<file path="src/rtl/slot_alloc_64.sv">
// slot_alloc_64: free-slot tracker for a 64-entry queue.
// Offers the lowest free slot each cycle and takes single or bulk releases.
//
// Ports:
//   clk, rst          clock, synchronous active-high reset
//   alloc_vld/rdy/idx offer of the lowest free slot; vld&rdy takes it
//   rel_vld/rel_idx   single-slot release
//   rel_vec           bulk release mask (flush)
//   free_vec          registered free map (1 = free)
//   free_cnt          registered popcount of free_vec
//   all_free          registered, free_cnt == NUM_SLOTS
//   err_dbl_free      one-cycle pulse after an illegal release
module slot_alloc_64 #(
    parameter int NUM_SLOTS = 64,
    parameter int IDX_W     = 6
) (
    input  logic                 clk,
    input  logic                 rst,
    output logic                 alloc_vld,
    input  logic                 alloc_rdy,
    output logic [IDX_W-1:0]     alloc_idx,
    input  logic                 rel_vld,
    input  logic [IDX_W-1:0]     rel_idx,
    input  logic [NUM_SLOTS-1:0] rel_vec,
    output logic [NUM_SLOTS-1:0] free_vec,
    output logic [IDX_W:0]       free_cnt,
    output logic                 all_free,
    output logic                 err_dbl_free
);

    localparam int CNT_W = IDX_W + 1;
    localparam logic [NUM_SLOTS-1:0] ONE = NUM_SLOTS'(1);

    logic [NUM_SLOTS-1:0] free_q;
    logic [CNT_W-1:0]     cnt_q;
    logic                 all_free_q;
    logic                 err_q;

    logic [IDX_W-1:0]     pick_idx;
    logic                 alloc_fire;
    logic [NUM_SLOTS-1:0] alloc_oh;
    logic [NUM_SLOTS-1:0] rel_oh;
    logic [NUM_SLOTS-1:0] rel_mask;
    logic [NUM_SLOTS-1:0] rel_bad;
    logic [NUM_SLOTS-1:0] rel_ok;
    logic [NUM_SLOTS-1:0] free_d;
    logic [CNT_W-1:0]     cnt_d;

    // Lowest set bit wins: scan downward so the last hit is the smallest.
    always_comb begin
        pick_idx = '0;
        for (int i = NUM_SLOTS - 1; i >= 0; i--) begin
            if (free_q[i]) pick_idx = IDX_W'(i);
        end
    end

    assign alloc_vld  = |free_q;
    assign alloc_idx  = pick_idx;
    assign alloc_fire = alloc_vld & alloc_rdy;
    assign alloc_oh   = alloc_fire ? (ONE << pick_idx) : '0;

    assign rel_oh   = rel_vld ? (ONE << rel_idx) : '0;
    assign rel_mask = rel_oh | rel_vec;

    // A release is illegal if the slot is already free, or is the slot
    // being granted this very cycle. Illegal bits are dropped, legal
    // bits of the same mask still apply.
    assign rel_bad = rel_mask & (free_q | alloc_oh);
    assign rel_ok  = rel_mask & ~rel_bad;
    assign free_d  = (free_q & ~alloc_oh) | rel_ok;

    always_comb begin
        cnt_d = '0;
        for (int i = 0; i < NUM_SLOTS; i++) begin
            cnt_d = cnt_d + CNT_W'(free_d[i]);
        end
    end

    always_ff @(posedge clk) begin
        if (rst) begin
            free_q     <= '1;
            cnt_q      <= CNT_W'(NUM_SLOTS);
            all_free_q <= 1'b1;
            err_q      <= 1'b0;
        end else begin
            free_q     <= free_d;
            cnt_q      <= cnt_d;
            all_free_q <= (cnt_d == CNT_W'(NUM_SLOTS));
            err_q      <= |rel_bad;
        end
    end

    assign free_vec     = free_q;
    assign free_cnt     = cnt_q;
    assign all_free     = all_free_q;
    assign err_dbl_free = err_q;

endmodule

</file>
<file path="config.mk">
export PLATFORM = sky130hd
export DESIGN_NAME = slot_alloc_64
export DESIGN_NICKNAME = d
export VERILOG_FILES = /design/src/rtl/slot_alloc_64.sv
export SDC_FILE = /design/constraint.sdc
export NUM_CORES = 1
export LEC_CHECK = 0
export BUFFER_PORTS_ARGS = -buffer_cell sky130_fd_sc_hd__buf_4
export CORE_MARGIN = 2
export CORE_UTILIZATION = 50
export CTS_BUF_LIST = sky130_fd_sc_hd__clkbuf_2
export DETAILED_ROUTE_END_ITERATION = 10
export PLACE_DENSITY = 0.81
export SYNTH_ARGS = -nofsm -noshare
export SYNTH_HDL_FRONTEND = slang
export SYNTH_SLANG_ARGS = --single-unit
</file>
<file path="constraint.sdc">
create_clock -name clk -period 17.35 [get_ports clk]
set_input_delay 5.205 -clock clk [delete_from_list [all_inputs] [get_ports clk]]
set_output_delay 5.205 -clock clk [all_outputs]
set_load 0.05 [all_outputs]
</file>
### Word-level counts from Yosys, hierarchy flattened

Cells that the tools add are included.

* add/sub/neg operators: 63
* $mul: 0
* divide/modulo/power cells: 0
* magnitude comparators: 0
* equal/unequal tests: 1
* shift-type cells: 2
* multiplexer cells: 66
* bitwise operators: 9
* reduce and logical (&&, ||, !) cells: 2

Operator list (number)
* $add 7x1->7: 57
* $mux 6: 64
* $and 64x64->64: 3
* $or 64x64->64: 3
* $mux 64: 2
* $not 64->64: 2
* $reduce_or 64->1: 2
* $shl 1x6->64 const A: 2
* $add 6x1->7: 1
* $eq 7x7->1 const B: 1
* $add 5x1->6: 1
* $add 4x1->5: 1
* $add 3x1->4: 1
* $add 2x1->3: 1
* $add 1x1->2: 1
* $and 1x1->1: 1

* register bits: 73
* latch bits: 0
* memory bits (writable): 0
* memory bits (read-only): 0
* input port bits: 74
* word-level logic and storage cells: 147
* memories: 0

### Depth between registers and ports, before layout

* depth after elaboration: 135
* depth in mapped cells: 35
* mapped depth without buffers: 32

### Least setup slack after synthesis

No wires, ideal clock.

* path kind: input port to flip-flop
* start: input rel_idx[2]
* end: register all_free_q (netlist: all_free)
* setup time: 0.116 ns
* data arrival time: 11.821 ns
* required time: 17.234 ns
* path slack: 5.412 ns
* stages on the path: 26
* buffers on the path: 1
* cell sequence: clkbuf_1 nor4bb_1 a21o_1 o22ai_1 fa_1 inv_1 fa_1 inv_1 fa_1 inv_1 fa_1 inv_1 fa_1 fa_1 fa_1 fa_1 inv_1 ha_1 fa_1 a21oi_1 nor2_1 nor2_1 inv_1 a21oi_1 o21ai_0 a41o_1

* cells in the longest elaborated chain, start to end: 71

Ends and longest elaborated chain
* start, declared: line 23 `input logic [IDX_W-1:0] rel_idx,`
* $shl 1x6->64 (*): line 62 `assign rel_oh = rel_vld ? (ONE << rel_idx) : '0;`
* $mux 64 (*): line 62
* $or 64x64->64 (*): line 63 `assign rel_mask = rel_oh | rel_vec;`
* $and 64x64->64: line 68 `assign rel_bad = rel_mask & (free_q | alloc_oh);`
* $not 64->64: line 69 `assign rel_ok = rel_mask & ~rel_bad;`
* $and 64x64->64 (*): line 69
* $or 64x64->64 (*): line 70 `assign free_d = (free_q & ~alloc_oh) | rel_ok;`
* $add 1x1->2: line 75 `cnt_d = cnt_d + CNT_W'(free_d[i]);`
* $add 2x1->3: line 75
* $add 3x1->4: line 75
* $add 4x1->5: line 75
* $add 5x1->6: line 75
* $add 6x1->7: line 75
* $add 7x1->7 (56 in a row): line 75
* $add 7x1->7 (*): line 75
* $eq 7x7->1 (*): line 88 `all_free_q <= (cnt_d == CNT_W'(NUM_SLOTS));`
* end signal, assigned: line 88
* end, declared: line 36 `logic all_free_q;`

Mark *: on every way between the ends. The rest lies on a longest branch, timed or not.
A chain may end at the register's enable or synchronous reset.

### Final worst setup path

* start: input rel_idx[4]
* end: register all_free_q (netlist: all_free)

The elaborated chain is that of the path after synthesis.

==> impl_metrics.ini <==
[run_status]
outcome = finished, final reports clean

[critical_path]
r2r_cells = 31
r2r-end = all_free
startpoint_type = input port
crit_path_max_fanout = 13
crit_arrival_ns = 12.76
rrSetupSlack_ns = 7.78
cp.required_ns = 17.89
criticalPathCategory = in -> reg
r2r-start = free_vec[50]
end_kind = register

[min_path]
hold_depth = 2
hold_end = free_vec[38]
holdCritStartpoint = free_vec[38]
hold_class = reg -> reg

[clock_tree]
clkTransAtPathRegs_ns = 0.23
clock_latency_ns = 0.64
clock_sink_count = 73
postCtsHoldBufs = 0
h-tree-depth = 3
cts_resized = 0
cts_inserted_buffers = 9
clockBufferDepth = 2
post-cts-setup-buffers = 0
cts_tree = yes
cts-root-buf = clkbuf_2

[timing]
skew_ns = 0.0409
tns_ns = 0
maxSlewHeadroom = 0.153
finalCriticalPeriod_ns = 12.22
setup_violations = 0
finalHoldViolations = 0
worst_pin_slew_ns = 1.25
post-route-period-util = 0.704
fmax_ghz = 0.0818
drv_slew = 0
rsz0062_at_grt = false

[route]
via_per_inst = 6.99
first_pass_iters = 7
drcViolationCount = 0
drtIter0Drc = 1263
wl_mm = 32.4
vias = 7929
routedWlPerCell_um = 28.6
antenna_left = 0

[power]
netSwitchingPower_uw = 146
seqPwrFrac = 0.430
switching_share = 0.360
comb_power_share = 0.256
powerDensity_nw_per_um2 = 50.4
ir_drop_mv = 0.0649
p_clk_frac = 0.314
power_leakage_nw = 3.50
intPower_uw = 261

[global_route]
grt_antenna_before_repair = 1
first_global_vias = 7508
gr-usage-all-layers = 0.457
grt_max_degree = 90
grt_pass1_wl_mm = 47.7
overflow = 0

[die]
die_w_um = 119
dieArea_um2 = 14300
dieHeight_um = 119
num_rows = 42
io_pins = 154
start_util = 0.507
coreArea_um2 = 13100

[logic_synthesis]
synth_area_leaders = dfxtp_1 (22%), fa_1 (16%), a21o_1 (7.2%), a21oi_1 (6.0%), nor3_1 (4.7%)
synth_area_um2 = 6660
synth-seq-area-share = 0.220
synth_top_family_by_area = compound AO/OA/AOI/OAI gates
synth.area.mux_share = 0
syn-instance-count = 821
avgSynthCellArea_um2 = 8.11
synth_common_cells = a21oi_1 (80), inv_1 (78), dfxtp_1 (73), nor2_1 (65), a21o_1 (64)
synth_edf_count = 0
ys_ff_latch = 73
syn-num-nets = 964
ys.flop_type = dfxtp_1
synth_simple_gate_area_frac = 0.229
synthArstFlopShare = 0
synthDistinctLibCells = 66
ys_warn_count = 0
netlist.area_leader.share = 0.220
synth_most_common_cell = a21oi_1
synthAdderAreaFrac = 0.191
synth_compound_gate_area_share = 0.282
yosysTopAreaCell = dfxtp_1
synth_xor_area_frac = 0.00526

[layout]
area_growth_pct = 21.4
drive_above_1_share = 0.207
utilization = 0.615
final_net_count = 1095
num-fill-cells = 1225

[run]
drv_cap = 0

[place]
io_buffers = 153
dpl.hpwl_mm = 25.0
gp_congestion = 1.03
==> critical path, stage by stage <==
cell and delay, ns:
buf_4 0.15, nand2_1 0.12, nor3b_1 0.88, a21o_1 0.33
o22ai_1 0.15, fa_1 0.52, fa_1 0.56, inv_1 0.05
fa_1 0.47, inv_1 0.05, fa_1 0.54, inv_1 0.06
fa_1 0.48, inv_1 0.05, fa_1 0.57, fa_1 0.45
fa_1 0.51, inv_1 0.05, ha_1 0.21, fa_1 0.45
a21oi_1 0.16, nor2_1 0.06, nor2_1 0.15, inv_1 0.07
a21oi_1 0.15, o21ai_0 0.12, a41o_1 0.20
==> cells in the final DEF (no fill, tap or decap), drive strengths merged, types with 4 or more instances in the layout <==
cell / netlist / routed
buf: 7 / 165
inv: 79 / 82
a21oi: 80 / 80
dfxtp: 73 / 73
nor2: 65 / 65
a21o: 64 / 64
nor3: 63 / 63
fa: 54 / 54
o22ai: 31 / 31
nor4: 26 / 26
a22oi: 24 / 24
ha: 15 / 15
or4: 14 / 14
nand2b: 13 / 13
o21ai: 13 / 13
nor2b: 12 / 12
or2: 12 / 12
nand2: 11 / 11
nand3: 11 / 11
or3: 10 / 10
clkbuf: 39 / 10
nand4: 8 / 8
o22a: 8 / 8
a221oi: 7 / 7
nor3b: 6 / 6
and3: 6 / 6
o32ai: 6 / 6
o31ai: 5 / 5
nor4b: 5 / 5
nor4bb: 5 / 5
a22o: 5 / 5
o21bai: 4 / 4
==> worst max-delay path by stage <==
stage | start | end | slack, ns | cells past startpoint
after floorplan | rel_idx[2] | all_free | 5.41 | 26
after global placement | rel_idx[0] | all_free | 4.68 | 25
after detailed placement | rel_idx[1] | all_free | 4.67 | 25
after CTS | rel_idx[1] | all_free | 5.28 | 25
after global routing | rel_idx[0] | all_free | 4.93 | 25
final | rel_idx[4] | all_free | 5.13 | 27
==> power by group through the flow <==
| stage | Clock, mW | Sequential, mW | Combinational [mW] |
|---|---|---|---|
| 2_1_floorplan | 0 | 0.192 | 0.0465 |
| 3_3_place_gp | 0 | 0.178 | 0.100 |
| 3_5_place_dp | 0 | 0.178 | 0.101 |
| 4_1_cts | 0.125 | 0.175 | 0.101 |
| 5_1_grt | 0.132 | 0.176 | 0.109 |
| 6_report | 0.128 | 0.175 | 0.104 |
==> per-stage QoR <==
stage	hold slack, ns	instances	area (um2)	total power [mW]	worst slack, ns
after global routing	0.721	1134	8080	0.417	4.93
after global placement	0.661	1116	7930	0.278	4.68
after floorplan	0.789	821	6660	0.238	5.41
after detailed placement	0.665	1116	7930	0.279	4.67
after CTS	0.692	1132	8070	0.401	5.28
final	0.703	1134	8080	0.407	5.13
==> per-layer routing <==
metal,GRT usage,wire length [um]
met3,0.171,4780
met5,0,0
met1,0.582,11800
met2,0.670,13800
met4,0.245,2060
==> cell type report <==
cell class / instances / area (um2) / share of cell area
Antenna cell: 1 / 2.50 / 0.000310
Clock buffer: 9 / 45.0 / 0.00557
Clock inverter: 7 / 100 / 0.0124
Inverter: 79 / 297 / 0.0367
Multi-Input combinational cell: 623 / 4710 / 0.583
Sequential cell: 73 / 1460 / 0.181
Tap cell: 176 / 220 / 0.0272
Timing Repair Buffer: 166 / 1240 / 0.154
==> sequential cells by signal, summed over array words and instances (netlist names) <==
name	flops
free_cnt	7
all_free	1
err_dbl_free	1
free_vec	64
==> cell families (layout without fill, tap and decap cells) <==
| family | count (synthesis) | after routing |
|---|---|---|
| other | 0 | 1 |
| AND/OR/NAND/NOR | 274 | 274 |
| buffers and inverters | 125 | 261 |
| XOR/XNOR | 4 | 4 |
| adder cells (fa/ha/maj) | 69 | 69 |
| flip-flops | 73 | 73 |
| AO/OA/AOI/OAI | 276 | 276 |
Power figures use the tool's default switching activity.
